`src/rtl/cache_pkg.sv`:
```
// Shared types and default geometry for the set-associative cache controller.
package cache_pkg;

    localparam int unsigned DEF_TAG_WIDTH    = 18;
    localparam int unsigned DEF_SET_WIDTH    = 8;
    localparam int unsigned DEF_OFFSET_WIDTH = 6;
    localparam int unsigned DEF_WAYS         = 4;

    typedef enum logic [2:0] {
        IDLE,
        WRITE_BACK,
        READ_MEM,
        WRITE_AROUND,
        DONE
    } cache_state_t;

    typedef struct packed {
        logic [DEF_TAG_WIDTH-1:0]    tag;
        logic [DEF_SET_WIDTH-1:0]    index;
        logic [DEF_OFFSET_WIDTH-3:0] word;
        logic [1:0]                  byte_sel;
    } addr_fields_t;

    // Split a 32-bit address into tag / index / word offset for the default geometry.
    function automatic addr_fields_t split_addr(input logic [31:0] addr);
        return addr_fields_t'(addr);
    endfunction

endpackage

```
`src/rtl/cache_beat_counter.sv`:
```
// Word counter for line bursts: synchronous clear beats increment.
module cache_beat_counter #(
    parameter int unsigned WIDTH = 4
) (
    input  logic             clk,
    input  logic             rst,
    input  logic             clr,
    input  logic             inc,
    output logic [WIDTH-1:0] count
);

    always_ff @(posedge clk) begin
        if (rst || clr) begin
            count <= '0;
        end else if (inc) begin
            count <= count + WIDTH'(1);
        end
    end

endmodule

```
`src/rtl/cache_controller_nway.sv`:
```
// N-way write-back cache controller: hit handling, write-back/refill bursts
// and optional write-around on write misses.
module cache_controller_nway
    import cache_pkg::*;
#(
    parameter int unsigned TAG_WIDTH      = DEF_TAG_WIDTH,
    parameter int unsigned SET_WIDTH      = DEF_SET_WIDTH,
    parameter int unsigned OFFSET_WIDTH   = DEF_OFFSET_WIDTH,
    parameter int unsigned WAYS           = DEF_WAYS,
    parameter bit          WRITE_ALLOCATE = 1'b1
) (
    input  logic                         clk_i,
    input  logic                         rst_i,
    input  logic                         en_i,
    input  logic                         write_en_i,
    input  logic [31:0]                  addr_i,
    input  logic [WAYS-1:0]              hit_way_i,
    input  logic [WAYS-1:0]              valid_i,
    input  logic [WAYS-1:0]              dirty_i,
    input  logic [WAYS*TAG_WIDTH-1:0]    tag_line_i,
    input  logic [$clog2(WAYS)-1:0]      victim_i,
    output logic                         stall_o,
    output logic [WAYS-1:0]              way_sel_o,
    output logic                         line_write_en_o,
    output logic                         update_en_o,
    output logic                         set_valid_o,
    output logic                         set_dirty_o,
    output logic [OFFSET_WIDTH-3:0]      offset_line_o,
    output logic                         mem_req_o,
    output logic                         mem_write_en_o,
    output logic [31:0]                  mem_addr_o,
    input  logic                         mem_ready_i
);

    localparam int unsigned CNT_W     = OFFSET_WIDTH - 2;
    localparam int unsigned LINE_SIZE = 2 ** CNT_W;
    localparam int unsigned VICT_W    = $clog2(WAYS);

    cache_state_t          state, state_next;
    logic [CNT_W-1:0]      count;
    logic [VICT_W-1:0]     vict_idx;
    logic [TAG_WIDTH-1:0]  vict_tag;
    logic                  hit, miss, in_burst, beat_inc, last_beat;
    logic [TAG_WIDTH-1:0]  addr_tag;
    logic [SET_WIDTH-1:0]  addr_index;

    assign addr_tag   = addr_i[31 -: TAG_WIDTH];
    assign addr_index = addr_i[OFFSET_WIDTH +: SET_WIDTH];
    assign hit        = en_i & (|hit_way_i);
    assign miss       = en_i & ~(|hit_way_i);
    assign in_burst   = (state == WRITE_BACK) || (state == READ_MEM);
    assign beat_inc   = in_burst && mem_ready_i;
    assign last_beat  = beat_inc && (count == CNT_W'(LINE_SIZE - 1));

    cache_beat_counter #(
        .WIDTH(CNT_W)
    ) u_beat_counter (
        .clk   (clk_i),
        .rst   (rst_i),
        .clr   (last_beat),
        .inc   (beat_inc),
        .count (count)
    );

    // State register and victim latch, captured once per miss so the burst
    // is immune to later changes in the set array outputs.
    always_ff @(posedge clk_i) begin
        if (rst_i) begin
            state    <= IDLE;
            vict_idx <= '0;
            vict_tag <= '0;
        end else begin
            state <= state_next;
            if (state == IDLE && miss) begin
                vict_idx <= victim_i;
                vict_tag <= tag_line_i[int'(victim_i) * TAG_WIDTH +: TAG_WIDTH];
            end
        end
    end

    // Next-state and output decode.
    always_comb begin
        state_next      = state;
        stall_o         = 1'b0;
        way_sel_o       = '0;
        line_write_en_o = 1'b0;
        update_en_o     = 1'b0;
        set_valid_o     = 1'b0;
        set_dirty_o     = 1'b0;
        offset_line_o   = '0;
        mem_req_o       = 1'b0;
        mem_write_en_o  = 1'b0;
        mem_addr_o      = '0;

        case (state)
            IDLE: begin
                stall_o = miss;
                if (hit) begin
                    way_sel_o       = hit_way_i;
                    update_en_o     = 1'b1;
                    line_write_en_o = write_en_i;
                    set_dirty_o     = write_en_i;
                    offset_line_o   = addr_i[OFFSET_WIDTH-1:2];
                end
                if (miss) begin
                    if (write_en_i && !WRITE_ALLOCATE) begin
                        state_next = WRITE_AROUND;
                    end else if (valid_i[victim_i] && dirty_i[victim_i]) begin
                        state_next = WRITE_BACK;
                    end else begin
                        state_next = READ_MEM;
                    end
                end
            end

            WRITE_BACK: begin
                stall_o        = 1'b1;
                mem_req_o      = 1'b1;
                mem_write_en_o = 1'b1;
                way_sel_o      = WAYS'(1) << vict_idx;
                offset_line_o  = count;
                mem_addr_o     = {vict_tag, addr_index, count, 2'b00};
                if (last_beat) begin
                    state_next = READ_MEM;
                end
            end

            READ_MEM: begin
                stall_o         = 1'b1;
                mem_req_o       = 1'b1;
                mem_addr_o      = {addr_tag, addr_index, count, 2'b00};
                line_write_en_o = mem_ready_i;
                way_sel_o       = WAYS'(1) << vict_idx;
                offset_line_o   = count;
                if (last_beat) begin
                    set_valid_o = 1'b1;
                    state_next  = IDLE;
                end
            end

            WRITE_AROUND: begin
                stall_o        = 1'b1;
                mem_req_o      = 1'b1;
                mem_write_en_o = 1'b1;
                mem_addr_o     = addr_i & 32'hFFFF_FFFC;
                if (mem_ready_i) begin
                    state_next = DONE;
                end
            end

            DONE: begin
                state_next = IDLE;
            end

            default: begin
                state_next = IDLE;
            end
        endcase
    end

endmodule

```
`config.mk`:
```
export PLATFORM = sky130hd
export DESIGN_NAME = cache_controller_nway
export DESIGN_NICKNAME = d
export VERILOG_FILES = /design/src/rtl/cache_pkg.sv /design/src/rtl/cache_beat_counter.sv /design/src/rtl/cache_controller_nway.sv
export SDC_FILE = /design/constraint.sdc
export NUM_CORES = 1
export LEC_CHECK = 0
export BUFFER_PORTS_ARGS = -buffer_cell sky130_fd_sc_hd__buf_2
export CORE_MARGIN = 2
export CORE_UTILIZATION = 35
export DETAILED_ROUTE_END_ITERATION = 8
export PLACE_DENSITY = 0.82
export SLEW_MARGIN = 20
export SYNTH_ARGS = -nofsm -noshare
export SYNTH_HDL_FRONTEND = slang
export SYNTH_SLANG_ARGS = --single-unit
```
`constraint.sdc`:
```
create_clock -name clk_i -period 1.6 [get_ports clk_i]
set_input_delay 0.16 -clock clk_i [delete_from_list [all_inputs] [get_ports clk_i]]
set_output_delay 0.16 -clock clk_i [all_outputs]
set_load 0.05 [all_outputs]
```
==> qor.yml, run 1 <==
synth_area_leaders: "dfxtp_1, mux4_2, a22o_1"
grt_pass1_vias: 2408
drc_errors: 0
instances_no_fill: 459
power_density_nw_per_um2: 468
cts-buffers-inserted: 3
post_drt_via_cell_ratio: 5.61
drive_gt1_share_pct: 77.8
drv_slew: 0
dp_cells: 437
fin_skew_ps: 8.48
finalSetupViolations: 63
fin_util_pct: 73.2
crit_buf_inv: 2
grt_max_degree: 20
fillers: 380
synth.avg_cell_area_um2: 10.4
worstHoldPathType: "in -> reg"
postCtsHoldBufs: 0
vdd_drop_max_mv: 0.462
fin_crit_sh_pct: 117
min_from: "victim_i[0]"
status: "complete, but fails checks"
finalHoldWorstSlack_ps: 167
port_buffers: 165
drtIter0Drc: 75
yosysMostFrequentCell: "a22o_1"
reg2reg_to: "state[1]"
crit_cells: 5
grt_use_total_pct: 22.5
crit_slowest_cell: "dfxtp_2"
preCtsSetupSlack_ps: -162
dp_hpwl_um: 5710
gp_congestion: 0.811
synth-edff-count: 0
max_slew_margin_pct: 65.9
synth-main-ff-cell: "dfxtp_1"
path_class: "reg -> out"
synth_cell_types: 43
htreeDepth: 1
netlist_top_cells_count: "a22o_1, dfxtp_1, mux4_2"
antenna_found_initial: 0
wl_per_cell_um: 19.9
vias: 2574
syn_inst: 196
whs_endpoint: "vict_idx[0]"
worst_slack_ps: -273
rsz0062_at_grt: "yes"
cp_max_fo: 4
critical-path-max-stage-delay_ps: 360
die_area_um2: 6430
cts_tree: "yes"
root_buffer: "clkbuf_8"
cp.arrival_ps: 1710
synth_area_um2: 2030
die_h_um: 80.2
cts.sinks: 27
crit_start: "state[1]"
violations: "setup timing"
r2r_start: "state[2]"
rows: 27
cp_top_family: "simple AND/OR/NAND/NOR gates"
holdPathStages: 3
crit_required_ps: 1440
post-synth-top-area-cell: "dfxtp_1"
clk_pin_slew_ps: 110
p_leak_nw: 1.85
clock_path_buffers: 2
diodes: 0
critPathLaunchType: "register"
grt_pass1_wl_um: 11400
insertion_delay_ps: 280
die_w_um: 80.2
drv_cap: 0
yosysWarnings: 0
synth.ff_latch_count: 27
dr.pass1.iters: 4
synthArstFlopShare_pct: 0
rrSetupSlack_ps: -110
area_growth_pct: 101
finalHoldViolations: 0
placed_cell_area_um2: 3210
layout.nets: 512
coreArea_um2: 5570
fmax_mhz: 534
synth_top_cell_area_share_pct: 26.6
tns_ps: -8510
ys_seq_area_share_pct: 26.6
ant_nets: 0
critPathCaptureType: "primary output"
path_cells: "buf_12, nor4b_4, nand3_2, a221oi_4, buf_6"
routed_wl_um: 9130
start_util_pct: 36.5
overflow: 0
worstMarginPinSlew_ps: 511
period_minus_slack_ps: 1870
r2r_cells: 4
power_mw: 1.91
final_area_um2: 4080
io_pins: 170
[cells in the final DEF (no fill, tap or decap), types with 2 or more instances in the layout]
master	synthesis	layout
dfxtp_4	0	2
buf_6	3	34
a21oi_4	0	2
nand3_1	7	4
a22o_4	0	13
buf_2	1	120
dfxtp_2	0	2
a22o_1	32	19
nand3_2	0	3
buf_8	0	22
a21oi_2	1	2
nor2b_4	0	3
dfxtp_1	27	23
mux4_2	19	19
o21ai_1	0	2
or4b_4	1	2
nor3_1	3	3
nor2_1	10	3
a22o_2	10	10
conb_1	1	2
a22oi_2	0	3
and2_0	4	4
buf_4	2	20
inv_1	4	4
a32o_2	0	2
buf_12	0	5
nor2_4	0	7
or4_1	3	2
and2_4	0	8
mux2_4	0	2
clkbuf_8	0	3
o21ai_0	7	4
a21oi_1	7	4
[area by class of cell]
type,instances,area (µm²),share of cell area [%]
inverters,4,15.0,0.368
flip-flops and latches,27,551,13.5
repair buffers,203,1620,39.8
clock inverters,1,7.51,0.184
clock buffers,3,41.3,1.01
well taps,72,90.1,2.21
multi-input cells,149,1750,42.9
[power by group]
| part | internal, mW | switching, mW |
|---|---|---|
| Clock | 0.177 | 0.235 |
| Sequential | 0.678 | 0.00877 |
| Combinational | 0.410 | 0.401 |
[worst max path at each step]
| stage | endpoint | slack (ps) |
|---|---|---|
| floorplan | line_write_en_o | -190 |
| global placement | vict_tag[11] | -80 |
| detailed placement | vict_tag[13] | -160 |
| CTS | offset_line_o[3] | -250 |
| global route | line_write_en_o | -330 |
| finish | offset_line_o[0] | -270 |
[sequential cells by signal (all words and copies together), names as in the netlist]
signal and flops:
state 3, u_beat_counter.count 4, vict_idx 2, vict_tag 18
[worst reg2reg max path, cell delays in order, from the launching register on]
cell and delay (ps):
dfxtp_4 380, or4b_4 560, buf_4 180, or3_1 350
o211ai_1 170
[cell families (layout without fill, tap and decap cells)]
kind of cell,Yosys count,after routing,synth area share [%]
simple gates,53,54,16.4
other cells,1,2,0.184
flops,27,27,26.6
mux,22,22,22.7
fa+ha+maj,1,1,0.615
compound gates,69,69,27.4
xor+xnor,1,1,0.431
buf+inv,22,211,5.60
[layer usage]
metal / vias up / track usage (%) / wire (µm)
met3: 33 / 3.60 / 620
li1: 1175 / - / -
met4: 0 / 5.42 / 355
met5: - / 0 / 0
met1: 1227 / 25.2 / 3240
met2: 139 / 43.7 / 4910
[what timing repair did]
item,CTS,global route
pin swaps,9,32
resized for setup,121,64
buffers inserted,7,3
setup endpoints to repair,64,68
endpoints found under the hold margin,0,0
gates cloned,5,4
Power figures use the tool's default switching activity.
==> inputs of run 2 (changes only) <==
CELL_PAD_IN_SITES_DETAIL_PLACEMENT = 1   (was default)
CELL_PAD_IN_SITES_GLOBAL_PLACEMENT = 2   (was default)
CORE_UTILIZATION = 18   (was 35)
PLACE_DENSITY = 0.8   (was 0.82)
==> qor.yml, run 2 (synthesized netlist as in run 1, its figures left out) <==
status: "complete, but fails checks"
violations: "setup timing"
vias: 2475  # -3.8%
max_slew_margin_pct: 54.2  # -12 points
grt_max_degree: 21  # +5.0%
finalHoldViolations: 0  # unchanged
clock_path_buffers: 2  # unchanged
io_pins: 170  # unchanged
finalSetupViolations: 61  # -3.2%
clk_pin_slew_ps: 70  # -40 ps
grt_pass1_vias: 2614  # +8.6%
worstMarginPinSlew_ps: 685  # +174 ps
rows: 38  # +41%
path_class: "reg -> out"
port_buffers: 165  # unchanged
instances_no_fill: 529  # +15%
dp_hpwl_um: 7230  # +27%
cts.sinks: 27  # unchanged
p_leak_nw: 1.83  # -1.1%
insertion_delay_ps: 260  # -20 ps
crit_slowest_cell: "dfxtp_2"
worst_slack_ps: -255  # +18.0 ps
diodes: 0  # unchanged
routed_wl_um: 9130  # about the same
critical-path-max-stage-delay_ps: 350  # about the same
fmax_mhz: 539  # +0.97%
fin_crit_sh_pct: 116  # -1.1 points
final_area_um2: 4010  # -1.6%
fin_skew_ps: 7.32  # -1.16 ps
largest_register_ff_count: 18  # unchanged
antenna_found_initial: 0  # unchanged
cp.arrival_ps: 1690  # -20 ps
coreArea_um2: 10900  # +96%
root_buffer: "clkbuf_16"
power_density_nw_per_um2: 511  # +9.2%
dp_cells: 515  # +18%
final_common_cell: "buf_2"
regMostFlops: "vict_tag"
drive_gt1_share_pct: 77.9  # +0.11 points
top_regs: "vict_tag (18), u_beat_counter.count (4), state (3)"
die_h_um: 110  # +37%
mostFrequentLayoutCells: "buf_2, buf_4, buf_6"
cts_tree: "yes"
ant_nets: 0  # unchanged
cpMostUsedCell: "buf_6"
drc_errors: 0  # unchanged
placed_cell_area_um2: 3380  # +5.4%
overflow: 0  # unchanged
critPathLaunchType: "register"
cts-buffers-inserted: 3  # unchanged
post_drt_via_cell_ratio: 4.68  # -17%
period_minus_slack_ps: 1850  # -18.0 ps
die_area_um2: 12200  # +89%
path_cells: "buf_6, nor4b_4, buf_4, buf_6, a22o_1, buf_6"
gp_congestion: 0.761  # -6.1%
fillers: 1265  # +230%
wl_per_cell_um: 17.3  # -13%
area_growth_pct: 97.4
drv_cap: 0  # unchanged
worstHoldPathType: "in -> reg"
power_mw: 2.05  # +7.4%
die_w_um: 110  # +37%
layout.nets: 514  # +0.39%
rsz0062_at_grt: "yes"
start_util_pct: 18.6  # -18 points
htreeDepth: 1  # unchanged
drv_slew: 0  # unchanged
cp_max_fo: 6  # +2
drtIter0Drc: 73  # -2.7%
grt_pass1_wl_um: 13400  # +18%
vdd_drop_max_mv: 0.331  # -28%
critPathCaptureType: "primary output"
crit_required_ps: 1440  # about the same
postCtsHoldBufs: 0  # unchanged
dr.pass1.iters: 4  # unchanged
grt_use_total_pct: 14.1  # -8.4 points
fin_util_pct: 36.7  # -36 points
[run 2: timing repair]
item / CTS / global route
hold endpoints to repair: 0 / 0
buffers inserted: 9 / 0
gates cloned: 4 / 0
pin swaps: 17 / 15
gates resized for setup: 108 / 18
setup endpoints to repair: 64 / 70
[run 2: path summary, 6_finish.rpt]
check / slack (ps) / start / end / depth (start not counted)
max: -250 / state[1] / way_sel_o[2] / 6
max reg2reg: -170 / state[2] / state[1] / 5
min reg2reg: 480 / vict_tag[15] / vict_tag[15] / 1
min: 270 / mem_ready_i / state[1] / 3
[run 2: per-stage QoR]
step / setup slack (ps) / setup TNS [ps] / hold WS (ps)
2_1_floorplan: -194 / -3740 / 314
3_3_place_gp: -91.5 / -1810 / 457
3_5_place_dp: -202 / -4270 / 471
4_1_cts: -252 / -9570 / 238
5_1_grt: -306 / -10680 / 286
6_report: -255 / -7150 / 269
[run 2: area by class of cell]
| type | instances | area (µm²) | area share [%] |
|---|---|---|---|
| inverters | 4 | 15.0 | 0.374 |
| multi-input cells | 149 | 1740 | 43.2 |
| repair buffers | 205 | 1460 | 36.3 |
| clock inverters | 1 | 7.51 | 0.187 |
| well taps | 140 | 175 | 4.36 |
| clock buffers | 3 | 75.1 | 1.87 |
| flip-flops and latches | 27 | 551 | 13.7 |
[run 2: power by group]
| group | switching [mW] | internal (mW) |
|---|---|---|
| sequential | 0.00795 | 0.678 |
| combinational | 0.396 | 0.385 |
| clock | 0.244 | 0.340 |
| total | 0.649 | 1.40 |
[run 2: critical path, delay by kind of cell, from the launching register on]
family / cells / cell delay, ps
compound gates: 1 / 170
buf+inv: 4 / 610
simple gates: 1 / 300
flops: 1 / 350
[run 2: routing by layer]
layer | vias to the layer above | global-route usage, % | wire length, µm
met2 | 74 | 27.6 | 5060
met4 | 0 | 2.14 | 25
met1 | 1220 | 16.5 | 3540
li1 | 1179 | - | -
met3 | 2 | 1.88 | 499
met5 | - | 0 | 0
==> inputs of run 3 (changes only) <==
CORE_UTILIZATION = 20   (was 18)
PLACE_DENSITY = default   (was 0.8)
PLACE_DENSITY_LB_ADDON = 0.1   (was default)
clock period = 1.9 ns   (was 1.6 ns; I/O delays follow)
==> qor.yml, run 3 (synthesized netlist as in run 1, its figures left out) <==
status: "complete, but fails checks"
violations: "setup timing"
whs_endpoint: "u_beat_counter.count[3]"
worstHoldPathType: "in -> reg"
finalSetupViolations: 1  # -98%
critPathLaunchType: "register"
holdPathStages: 2  # -1
max_slew_margin_pct: 41.0  # -13 points
vdd_drop_max_mv: 0.211  # -36%
gp_congestion: 0.702  # -7.8%
seq_area_um2: 551  # unchanged
insertion_delay_ps: 280  # +20 ps
layout.nets: 496  # -3.5%
finalHoldWorstSlack_ps: 242  # -27.2 ps
vias: 2378  # -3.9%
die_w_um: 105  # -4.9%
grt_pass1_wl_um: 12400  # -7.8%
rsz0062_at_grt: "yes"
largest_register_ff_count: 18  # unchanged
port_buffers: 165  # unchanged
critPathCaptureType: "primary output"
cts.sinks: 27  # unchanged
r2r_cells: 5  # unchanged
die_area_um2: 11000  # -9.6%
diodes: 0  # unchanged
cp.arrival_ps: 1710  # +20 ps
clock_path_buffers: 2  # unchanged
min_from: "mem_ready_i"
cpMostUsedCell: "buf_6"
fillers: 1202  # -5.0%
overflow: 0  # unchanged
postCtsHoldBufs: 0  # unchanged
fin_util_pct: 34.8  # -1.9 points
root_buffer: "clkbuf_8"
fin_crit_sh_pct: 100
post_drt_via_cell_ratio: 4.72  # +0.85%
p_leak_nw: 1.60  # -12%
coreArea_um2: 9820  # -10%
power_mw: 1.49  # -27%
grt_max_degree: 20  # -4.8%
path_cells: "buf_6, nor4b_4, nand3_1, a221oi_2, buf_6"
period_minus_slack_ps: 1900
cts_tree: "yes"
die_h_um: 105  # -4.9%
fmax_mhz: 525
area_growth_pct: 68.2
antenna_found_initial: 0  # unchanged
routed_wl_um: 7960  # -13%
cp_max_fo: 6  # unchanged
drv_cap: 0  # unchanged
start_util_pct: 20.7  # +2.1 points
dr.pass1.iters: 4  # unchanged
crit_buf_inv: 2  # -2
top_regs: "vict_tag (18), u_beat_counter.count (4), state (3)"
drtIter0Drc: 64  # -12%
worst_slack_ps: -3.96  # +251 ps
cts-buffers-inserted: 3  # unchanged
crit_slowest_cell: "dfxtp_4"
fin_skew_ps: 5.04  # -2.28 ps
path_class: "reg -> out"
grt_pass1_vias: 2403  # -8.1%
mostFrequentLayoutCells: "buf_2, dfxtp_1, a22o_2, buf_4"
preCtsSetupSlack_ps: 154  # +357 ps
multiInputGateArea_um2: 1510  # -13%
critical-path-max-stage-delay_ps: 380  # +30 ps
clk_pin_slew_ps: 100  # +30 ps
reg2reg_to: "vict_tag[8]"
power_density_nw_per_um2: 436  # -15%
regMostFlops: "vict_tag"
grt_use_total_pct: 13.7  # -0.43 points
cp_top_family: "simple AND/OR/NAND/NOR gates"
wl_per_cell_um: 15.8  # -8.5%
dp_hpwl_um: 6380  # -12%
drive_gt1_share_pct: 72.0  # -5.9 points
ant_nets: 0  # unchanged
crit_required_ps: 1710  # +270 ps
rows: 36  # -5.3%
worstMarginPinSlew_ps: 885  # +200 ps
drc_errors: 0  # unchanged
io_pins: 170  # unchanged
drv_slew: 0  # unchanged
rrSetupSlack_ps: 160  # +330 ps
r2r_start: "state[0]"
htreeDepth: 1  # unchanged
final_common_cell: "buf_2"
finalHoldViolations: 0  # unchanged
## run 3: cell count changes in the layout (fill, tap and decap cells not counted), sizes merged
cell,previous run,this run
nor2,11,10
clkinv,0,1
buf,205,178
clkbuf,3,13
clkinvlp,1,0
## run 3: worst register-to-register path, delay by kind of cell, from the launching register on
family | cells | cell delay (ps)
AOI/OAI and AO/OA | 2 | 960
buffers and inverters | 2 | 270
and+or+nand+nor | 1 | 50
DFF | 1 | 410
## run 3: area by class of cell
class,count,share of cell area (%)
clock buffer,3,1.21
clock inverter,1,0.146
inverter,4,0.439
multi-input combinational,148,44.1
sequential,27,16.1
tap,133,4.86
timing repair buffer,188,33.1
## run 3: power by group
| group | internal, mW | total, mW | switching (mW) | leakage (nW) |
|---|---|---|---|---|
| clock network | 0.147 | 0.340 | 0.193 | 0.0255 |
| logic | 0.276 | 0.574 | 0.298 | 1.36 |
| registers | 0.571 | 0.578 | 0.00613 | 0.220 |
## run 3: repair_timing
action	CTS	global route
pin swaps	5	5
gates resized for setup	17	39
endpoints found under the setup margin	14	29
setup buffers	4	2
## run 3: worst max-delay path by stage
stage                       from                to  slack [ps]  cells after the start
finish                  state[1]  offset_line_o[0]          -4                      5
global route            state[1]   line_write_en_o        -110                      5
CTS                     state[1]  offset_line_o[0]         -10                      5
detailed placement      state[1]       vict_tag[7]         150                      4
global placement        state[0]  offset_line_o[0]         160                      5
floorplan           hit_way_i[0]           stall_o        -180                      3
## run 3: routing by layer
layer | track usage (%) | share of wire (%) | vias up
met5 | 0 | 0 | -
met2 | 24.7 | 51 | 85
met4 | 1.43 | 0.35 | 0
li1 | - | - | 1142
met3 | 2.37 | 5.8 | 4
met1 | 17.5 | 43 | 1147
## run 3: metrics by stage
stage / setup TNS (ps) / cell area, µm² / instances
after global routing: -321 / 3420 / 504
after CTS: -11.7 / 3270 / 502
after detailed placement: 0 / 3150 / 494
after global placement: 0 / 3150 / 494
after floorplan: -453 / 2110 / 197
final: -3.96 / 3420 / 504
